==> config.mk <==
export PLATFORM = sky130hd
export DESIGN_NAME = pll_phase_ctrl
export DESIGN_NICKNAME = d
export VERILOG_FILES = /design/src/rtl/pll_ctrl_pkg.sv /design/src/rtl/sync2_ff.sv /design/src/rtl/pll_phase_ctrl.sv
export SDC_FILE = /design/constraint.sdc
export NUM_CORES = 1
export LEC_CHECK = 0
export CAP_MARGIN = 20
export CORE_UTILIZATION = 54
export DETAILED_ROUTE_END_ITERATION = 10
export GPL_TIMING_DRIVEN = 1
export PLACE_DENSITY = 0.8
export RECOVER_POWER = 100
export SKIP_LAST_GASP = 1
export SYNTH_ARGS = -nofsm -noshare
export SYNTH_HDL_FRONTEND = slang
export SYNTH_HIERARCHICAL = 1
export SYNTH_SLANG_ARGS = --single-unit
==> constraint.sdc <==
create_clock -name CLK -period 3.6 [get_ports CLK]
set_input_delay 0.36 -clock CLK [delete_from_list [all_inputs] [get_ports CLK]]
set_output_delay 0.36 -clock CLK [all_outputs]
set_load 0.05 [all_outputs]
==> src/rtl/pll_ctrl_pkg.sv <==
// Shared state encoding and EHXPLLL phase-select/direction constants for pll_phase_ctrl.
package pll_ctrl_pkg;

    typedef enum logic [2:0] {
        RESET,
        WAIT_LOCK,
        IDLE,
        SETUP,
        STEP,
        HOLD
    } state_t;

    localparam logic [1:0] SEL_CLKOS  = 2'b00;
    localparam logic [1:0] SEL_CLKOS2 = 2'b01;
    localparam logic [1:0] SEL_CLKOS3 = 2'b10;
    localparam logic [1:0] SEL_CLKOP  = 2'b11;

    localparam logic DIR_ADV = 1'b0;
    localparam logic DIR_DLY = 1'b1;

endpackage

==> src/rtl/sync2_ff.sv <==
// Two-flop synchroniser bringing the asynchronous PLL LOCK into the reference clock domain.
module sync2_ff (
    input  logic clk,
    input  logic d,
    output logic q
);

    logic meta;

    always_ff @(posedge clk) begin
        meta <= d;
        q    <= meta;
    end

endmodule

==> src/rtl/pll_phase_ctrl.sv <==
// EHXPLLL sequencer: PLL reset, lock supervision, sys_rst generation and phase-step serialisation.
// Define PLL_PHASE_ACC_EN to build the per-output phase accumulators; otherwise phase_acc reads 0.
module pll_phase_ctrl
    import pll_ctrl_pkg::*;
#(
    parameter int RST_CYC      = 16,
    parameter int LOCK_WAIT    = 1024,
    parameter int LOCK_TIMEOUT = 65536,
    parameter int SETUP_CYC    = 2,
    parameter int STEP_CYC     = 2,
    parameter int HOLD_CYC     = 2,
    parameter int STEP_W       = 8,
    parameter int ACC_W        = 6
) (
    input  logic                 CLK,
    input  logic                 RST,
    input  logic                 pll_lock,
    output logic                 pll_rst,
    output logic [1:0]           pll_phasesel,
    output logic                 pll_phasedir,
    output logic                 pll_phasestep,
    output logic                 sys_rst,
    output logic                 locked,
    input  logic                 req_valid,
    output logic                 req_ready,
    input  logic [1:0]           req_sel,
    input  logic                 req_dir,
    input  logic [STEP_W-1:0]    req_steps,
    output logic                 busy,
    output logic [7:0]           relock_cnt,
    output logic [4*ACC_W-1:0]   phase_acc
);

    localparam int SEQ_MAX = RST_CYC + SETUP_CYC + STEP_CYC + HOLD_CYC;
    localparam int CNT_W   = $clog2(SEQ_MAX + 1);
    localparam int STAB_W  = $clog2(LOCK_WAIT + 1);
    localparam int TMO_W   = $clog2(LOCK_TIMEOUT + 1);

    // SETUP loads SETUP_CYC (not -1): its first cycle drives sel/dir, then SETUP_CYC stable cycles follow.
    localparam logic [CNT_W-1:0]  RST_LOAD   = CNT_W'(RST_CYC - 1);
    localparam logic [CNT_W-1:0]  SETUP_LOAD = CNT_W'(SETUP_CYC);
    localparam logic [CNT_W-1:0]  STEP_LOAD  = CNT_W'(STEP_CYC - 1);
    localparam logic [CNT_W-1:0]  HOLD_LOAD  = CNT_W'(HOLD_CYC - 1);
    localparam logic [STAB_W-1:0] STAB_LAST  = STAB_W'(LOCK_WAIT - 1);
    localparam logic [TMO_W-1:0]  TMO_LAST   = TMO_W'(LOCK_TIMEOUT - 1);

    function automatic logic [7:0] sat_inc(input logic [7:0] v);
        return (v == 8'hFF) ? v : v + 8'd1;
    endfunction

    state_t              state;
    logic                lk;
    logic                lost;
    logic [CNT_W-1:0]    seq_cnt;
    logic [STAB_W-1:0]   stab_cnt;
    logic [TMO_W-1:0]    tmo_cnt;
    logic [1:0]          lat_sel;
    logic                lat_dir;
    logic [STEP_W-1:0]   remaining;

`ifdef PLL_PHASE_ACC_EN
    logic [ACC_W-1:0]    acc [4];
    assign phase_acc = {acc[3], acc[2], acc[1], acc[0]};
`else
    assign phase_acc = '0;
`endif

    sync2_ff u_lock_sync (
        .clk (CLK),
        .d   (pll_lock),
        .q   (lk)
    );

    always_comb begin
        lost = 1'b0;
        if (!lk && (state == IDLE || state == SETUP || state == STEP || state == HOLD))
            lost = 1'b1;
    end

    always_ff @(posedge CLK) begin
        if (RST) begin
            state         <= RESET;
            seq_cnt       <= RST_LOAD;
            stab_cnt      <= '0;
            tmo_cnt       <= '0;
            pll_rst       <= 1'b1;
            sys_rst       <= 1'b1;
            locked        <= 1'b0;
            req_ready     <= 1'b0;
            busy          <= 1'b0;
            pll_phasestep <= 1'b0;
            pll_phasesel  <= SEL_CLKOS;
            pll_phasedir  <= DIR_ADV;
            relock_cnt    <= '0;
`ifdef PLL_PHASE_ACC_EN
            for (int i = 0; i < 4; i++) acc[i] <= '0;
`endif
        end else if (lost) begin
            // Lock loss wins over everything, including a request offered this cycle.
            state         <= RESET;
            seq_cnt       <= RST_LOAD;
            pll_rst       <= 1'b1;
            sys_rst       <= 1'b1;
            locked        <= 1'b0;
            req_ready     <= 1'b0;
            busy          <= 1'b0;
            pll_phasestep <= 1'b0;
            relock_cnt    <= sat_inc(relock_cnt);
`ifdef PLL_PHASE_ACC_EN
            for (int i = 0; i < 4; i++) acc[i] <= '0;
`endif
        end else begin
            case (state)
                RESET: begin
                    if (seq_cnt == '0) begin
                        state    <= WAIT_LOCK;
                        pll_rst  <= 1'b0;
                        stab_cnt <= '0;
                        tmo_cnt  <= '0;
                    end else begin
                        seq_cnt <= seq_cnt - CNT_W'(1);
                    end
                end
                WAIT_LOCK: begin
                    if (lk && stab_cnt == STAB_LAST) begin
                        state     <= IDLE;
                        sys_rst   <= 1'b0;
                        locked    <= 1'b1;
                        req_ready <= 1'b1;
                    end else if (tmo_cnt == TMO_LAST) begin
                        state      <= RESET;
                        seq_cnt    <= RST_LOAD;
                        pll_rst    <= 1'b1;
                        relock_cnt <= sat_inc(relock_cnt);
                    end else begin
                        stab_cnt <= lk ? stab_cnt + STAB_W'(1) : '0;
                        tmo_cnt  <= tmo_cnt + TMO_W'(1);
                    end
                end
                IDLE: begin
                    if (req_valid && req_ready) begin
                        lat_sel   <= req_sel;
                        lat_dir   <= req_dir;
                        remaining <= req_steps;
                        if (req_steps != '0) begin
                            state     <= SETUP;
                            seq_cnt   <= SETUP_LOAD;
                            busy      <= 1'b1;
                            req_ready <= 1'b0;
                        end
                    end
                end
                SETUP: begin
                    pll_phasesel <= lat_sel;
                    pll_phasedir <= lat_dir;
                    if (seq_cnt == '0) begin
                        state         <= STEP;
                        pll_phasestep <= 1'b1;
                        seq_cnt       <= STEP_LOAD;
                    end else begin
                        seq_cnt <= seq_cnt - CNT_W'(1);
                    end
                end
                STEP: begin
                    if (seq_cnt == '0) begin
                        state         <= HOLD;
                        pll_phasestep <= 1'b0;
                        seq_cnt       <= HOLD_LOAD;
                        remaining     <= remaining - STEP_W'(1);
`ifdef PLL_PHASE_ACC_EN
                        if (lat_dir == DIR_DLY)
                            acc[lat_sel] <= acc[lat_sel] - ACC_W'(1);
                        else
                            acc[lat_sel] <= acc[lat_sel] + ACC_W'(1);
`endif
                    end else begin
                        seq_cnt <= seq_cnt - CNT_W'(1);
                    end
                end
                HOLD: begin
                    if (seq_cnt == '0) begin
                        // sel/dir are already settled, so further steps skip SETUP.
                        if (remaining != '0) begin
                            state         <= STEP;
                            pll_phasestep <= 1'b1;
                            seq_cnt       <= STEP_LOAD;
                        end else begin
                            state     <= IDLE;
                            busy      <= 1'b0;
                            req_ready <= 1'b1;
                        end
                    end else begin
                        seq_cnt <= seq_cnt - CNT_W'(1);
                    end
                end
                default: state <= RESET;
            endcase
        end
    end

endmodule

# [Word-level counts from Yosys, hierarchy flattened]
# Index checks and enable logic that the tools add are counted.
[totals] mem_count=0 ramBits=0 latchBits=0 mem_bits_ro=0 word_cells=138 ff_bits=66 output_inout_bits=41 inputBits=15
[classes] n_bitwise=2 n_addsub=5 multipliers=0 shift=0 n_mux=56 n_eq_ne=24 n_lt_le_gt_ge=0 div=0 reduce_logical=33
[op_table] cell="8-bit two-way mux" n=7
[op_table] cell="17-bit two-way mux" n=3
[op_table] cell="11-bit two-way mux" n=4
[op_table] cell="5-bit two-way mux" n=8
[op_table] cell="17-bit case mux with 2 select lines" n=1
[op_table] cell="3-bit two-way mux" n=9
[op_table] cell="5-bit case mux with 5 select lines" n=1
[op_table] cell="11-bit case mux with 2 select lines" n=1
[op_table] cell="5-bit AND reduction" n=4
[op_table] cell="3-bit case mux with 6 select lines" n=1
[op_table] cell="17-bit by 1-bit adder with 17-bit output (second input constant)" n=1
[op_table] cell="17-bit by 16-bit equality test with 1-bit output (second input constant)" n=1
[op_table] cell="1-bit two-way mux" n=16
[op_table] cell="2-bit inequality test (second input constant)" n=8
[op_table] cell="8-bit case mux with 2 select lines" n=1
[op_table] cell="8-bit nonzero test" n=2
[op_table] cell="7-bit AND reduction" n=2
[op_table] cell="2-bit by 1-bit inequality test with 1-bit output (second input constant)" n=6
[op_table] cell="11-bit by 1-bit adder with 11-bit output (second input constant)" n=1
[op_table] cell="11-bit by 10-bit equality test with 1-bit output (second input constant)" n=1
[op_table] cell="2-bit nonzero test" n=5
[op_table] cell="8-bit by 1-bit adder with 8-bit output (second input constant)" n=1
[op_table] cell="8-bit equality test (second input constant)" n=1
[op_table] cell="4-bit AND reduction" n=2
[op_table] cell="21 further kinds" n=33

# [Logic depth before layout (Yosys ltp)]
[depth] word_depth=8 ltp_mapped=10 depth_no_buf=9

# [Hierarchy]
# Netlist, hierarchy kept.
[by_module_without_submodules] mod="pll_phase_ctrl" seq_area_each_um2=1391.3 instances=1 area_each_um2=3653.5 cells_each=442
[by_module_without_submodules] mod="sync2_ff" seq_area_each_um2=40.0 instances=1 area_each_um2=40.0 cells_each=2

# [Least setup slack after synthesis]
# No wires, ideal clock.
[synth_timing] path_kind="reg-to-reg" from="register tmo_cnt[0]" to="register tmo_cnt[15]" t_arrival_ns=2.495 stages_incl_launch_ff=10 required_ns=3.530 synth_period_minus_slack_ns=2.565 n_path_buf=1 setup_time_ns=0.070 slack_ns=1.035 cell_sequence="dfxtp_1 > ha_1 > nand3_1 > nor3_1 > ha_1 > a211o_4 > or4_1 > buf_2 > or3_1 > a21oi_1"
[synth_between] elab_chain_len=4 elab_cells_between_ends=7 cone_classes="1 x add/sub; 2 x eq/ne; 3 x mux; 1 x reduce/logical"
[synth_lines] item="start: declaration" line_no="pll_phase_ctrl.sv:56" rtl="logic [TMO_W-1:0] tmo_cnt;"
[synth_lines] item="start signal: assignment" line_no="pll_phase_ctrl.sv:137" rtl="tmo_cnt <= tmo_cnt + TMO_W'(1);"
[synth_lines] item="17-bit by 1-bit adder with 17-bit output" line_no="pll_phase_ctrl.sv:137"
[synth_lines] item="17-bit two-way mux" line_no="pll_phase_ctrl.sv:130" rtl="end else if (tmo_cnt == TMO_LAST) begin"
[synth_lines] item="17-bit two-way mux" line_no="pll_phase_ctrl.sv:125" rtl="if (lk && stab_cnt == STAB_LAST) begin"
[synth_lines] item="17-bit case mux with 2 select lines" line_no="pll_phase_ctrl.sv:113" rtl="case (state)"
# Several ways; a longest one is shown, not always the timed one. The select of a mux whose other input is x is not followed.
# A chain may end at the register's enable or synchronous reset.

# [Final worst setup path]
[layout_timing] from="register tmo_cnt[3]" to="register relock_cnt[7]"
[layout_between] elab_chain_len=3
[layout_lines] item="17-bit by 16-bit equality test with 1-bit output" line_no="pll_phase_ctrl.sv:130"
[layout_lines] item="2-bit nonzero test (no line)"
[layout_lines] item="3-bit AND reduction (no line)"
[layout_lines] item="end signal: assignment" line_no="pll_phase_ctrl.sv:108" rtl="relock_cnt <= sat_inc(relock_cnt);"
[layout_lines] item="end signal: assignment" line_no="pll_phase_ctrl.sv:134" rtl="relock_cnt <= sat_inc(relock_cnt);"
[layout_lines] item="end: declaration" line_no="pll_phase_ctrl.sv:30" rtl="output logic [7:0] relock_cnt,"
# No other way between the ends.

==> results.yml <==
outcome:
  status: "finished clean"
timing:
  hold_viol_final: 0
  slew_violations: 0
  tightestPinTransition_ns: 0.8182
  fin_crit_ns: 2.983
  slew_headroom_pct: 45.45
  fin_skew_ns: 0.009319
  rsz0062_at_grt: "false"
  min_period_over_period_pct: 82.87
  tns_ns: 0
  clock.fmax_ghz: 0.3352
  setup_viol: 0
global_route:
  grt_overflow: 0
  antenna_found_initial: 0
  grt_max_degree: 32
  grt_pass1_vias: 3000
  grt_pass1_wl_mm: 13.95
  grt_usage_pct: 24.32
route:
  drc_errors: 0
  wl_met3_um: 453
  drtPass1Iterations: 7
  drt_iter0_markers: 195
  viasPerCell: 6.004
  dr_total_vias: 3320
  wire_per_inst_um: 14.75
  ant_nets: 0
  drt_wl_total_mm: 8.154
  drt-met1-wl_mm: 3.659
  top_layer: "met4"
  wl_met2_mm: 3.931
clocking:
  clock_sinks: 66
  cts_made_buffers: 9
  clkTransAtPathRegs_ns: 0.08
  htree_levels: 3
  cts_tree: "built"
  cts_hold_buffers: 0
  clk_latency_ns: 0.36
  root_buffer: "clkbuf_8"
  cts_max_path_buffers: 2
  postCtsSetupRepairBufs: 0
  ctsResizeCount: 0
cells_and_area:
  final_common_cell: "dfxtp_1"
  diodes: 0
  area_growth_pct: 11.52
  nNetsFinal: 493
  final_cell_count_no_fill: 553
  final_cell_area_um2: 4119
  multi_input_comb_area_um2: 2008
  seqCellArea_um2: 1431
  n_fill_cell: 542
  layout_common_cells: "55 x dfxtp_1, 39 x nand2_1, 35 x a21oi_1"
  drive_gt1_share_pct: 5.462
power_and_ir_drop:
  power_uw: 1427
  peakVddDrop_mv: 0.2877
  p_per_area_nw_per_um2: 346.4
  leakagePower_uw: 0.001531
worst_setup_path:
  reg2reg_from: "tmo_cnt[3]$_SDFFE_PP0P_"
  end_kind: "register"
  start_kind: "register"
  worstPathRequired_ns: 3.89
  r2r_end: "relock_cnt[7]$_SDFFE_PP0P_"
  worstSetupPathType: "reg -> reg"
  critPathMaxFanout: 10
  reg2reg_depth: 9
  r2r_slack_ns: 0.62
  crit_arrival_ns: 3.28
floorplanning:
  start_util_pct: 57.19
  fp.dieW_um: 84.71
  chipHeight_um: 84.71
  placementRows: 29
  ioPinCount: 56
  core_area_um2: 6459
  dieArea_um2: 7175
hold_path:
  hold_end: "u_lock_sync/q$_DFF_P_"
  holdCritStartpoint: "u_lock_sync/meta$_DFF_P_"
  hp-class: "reg -> reg"
  min_path_cells: 0
logic_synthesis:
  synth_edf_count: 11
  async_reset_ff_share_pct: 0
  netlist-cell-type-count: 58
  ys_warn_count: 6
  avgSynthCellArea_um2: 8.319
  synth_seq_area_share_pct: 38.75
  synth_seq_cells: 66
  synth_area_um2: 3694
  yosys_most_used_dff: "dfxtp_1"
  syn_inst: 444
placement:
  placed_area_um2: 3956
  placed_cells_incl_taps: 537
  port-buffer-count: 31
  gp_congestion: 0.8733
  dp_hpwl_mm: 5.726
run:
  max-cap-violations: 0
[worst max-delay path by stage]
stage                            startpoint                          to  slack (ns)  depth (start not counted)
floorplan           tmo_cnt[0]$_SDFFE_PP0P_    tmo_cnt[15]$_SDFFE_PP0P_        1.03                          9
global placement    tmo_cnt[2]$_SDFFE_PP0P_  relock_cnt[7]$_SDFFE_PP0P_        0.87                          9
detailed placement  tmo_cnt[0]$_SDFFE_PP0P_  relock_cnt[7]$_SDFFE_PP0P_        0.72                          9
CTS                 tmo_cnt[3]$_SDFFE_PP0P_  relock_cnt[7]$_SDFFE_PP0P_        0.69                          9
global route        tmo_cnt[3]$_SDFFE_PP0P_  relock_cnt[7]$_SDFFE_PP0P_        0.36                          9
finish              tmo_cnt[3]$_SDFFE_PP0P_  relock_cnt[7]$_SDFFE_PP0P_        0.62                          9
[per-layer routing]
layer / track usage, % / vias to the layer above
met2: 39.84 / 101
met3: 5.900 / 12
met5: 0 / -
met1: 31.28 / 1561
li1: - / 1646
met4: 8.783 / 0
[synth_stat cells, types with 5 or more instances]
master,instances,area (µm²)
clkbuf_1,12,45.04
o21ai_0,24,120.1
nand3_1,23,115.1
a211oi_1,7,52.55
and3_1,6,37.54
nor4_1,9,56.30
o31ai_1,7,52.55
nand4_1,8,50.05
a21oi_1,35,175.2
a31oi_1,9,56.30
edfxtp_1,11,330.3
nor3_1,11,55.05
inv_1,15,56.30
dfxtp_1,55,1101
xnor2_1,8,70.07
buf_4,27,202.7
or4_1,14,105.1
nor3b_1,5,37.54
or3_1,13,81.33
ha_1,7,87.58
nor2_1,33,123.9
a22oi_1,5,37.54
mux2i_1,7,70.07
nand2_1,39,146.4
[area by class of cell]
cell class              count  area share, %
multi-input cells         342          48.75
clock buffers              10          3.341
flip-flops and latches     66          34.75
well taps                  77          2.339
repair buffers             37          8.445
inverters                  15          1.367
clock inverters             6          1.002
[power breakdown]
part	leakage [µW]	internal, µW	switching (µW)	total [µW]
Sequential	0.000543	751	2.54	754
Combinational	0.000903	20.7	77.6	98.3
Clock	0.0000847	268	307	575
Total	0.00153	1040	387	1430
[registers in the layout (all words and copies together), names as in the netlist, 2 cells and up]
register,flops
stab_cnt,11
seq_cnt,5
remaining,8
relock_cnt,8
pll_phasesel,2
lat_sel,2
state,3
tmo_cnt,17
[through the flow]
| stage | utilization, % | hold WS, ns | setup WS [ns] |
|---|---|---|---|
| final | 63.77 | 0.3457 | 0.6165 |
| after global routing | 63.77 | 0.3485 | 0.3572 |
| after CTS | 64.03 | 0.3524 | 0.6920 |
| after detailed placement | 61.26 | 0.3200 | 0.7217 |
| after global placement | 61.26 | 0.3152 | 0.8712 |
| after floorplan | - | 0.3096 | 1.035 |
[critical path, cell delays in order, from the launching register on]
cell	delay [ns]
dfxtp_1	0.39
and4_1	0.28
nand3_1	0.22
nor3_1	0.28
ha_1	0.31
nand3b_1	0.11
a21oi_1	0.27
o211ai_1	0.35
or4_1	0.56
a21oi_1	0.15
[logic make-up after synthesis]
family / count (synthesis) / share of synthesized area, %
DFF: 66 / 38.75
AOI/OAI and AO/OA: 106 / 17.92
xor gates and xnor gates: 12 / 2.846
adders and majority gates: 7 / 2.371
muxes: 7 / 1.897
and+or+nand+nor: 186 / 27.13
other: 1 / 0.1015
buffers and inverters: 59 / 8.976
(Power assumes the default switching activity.)
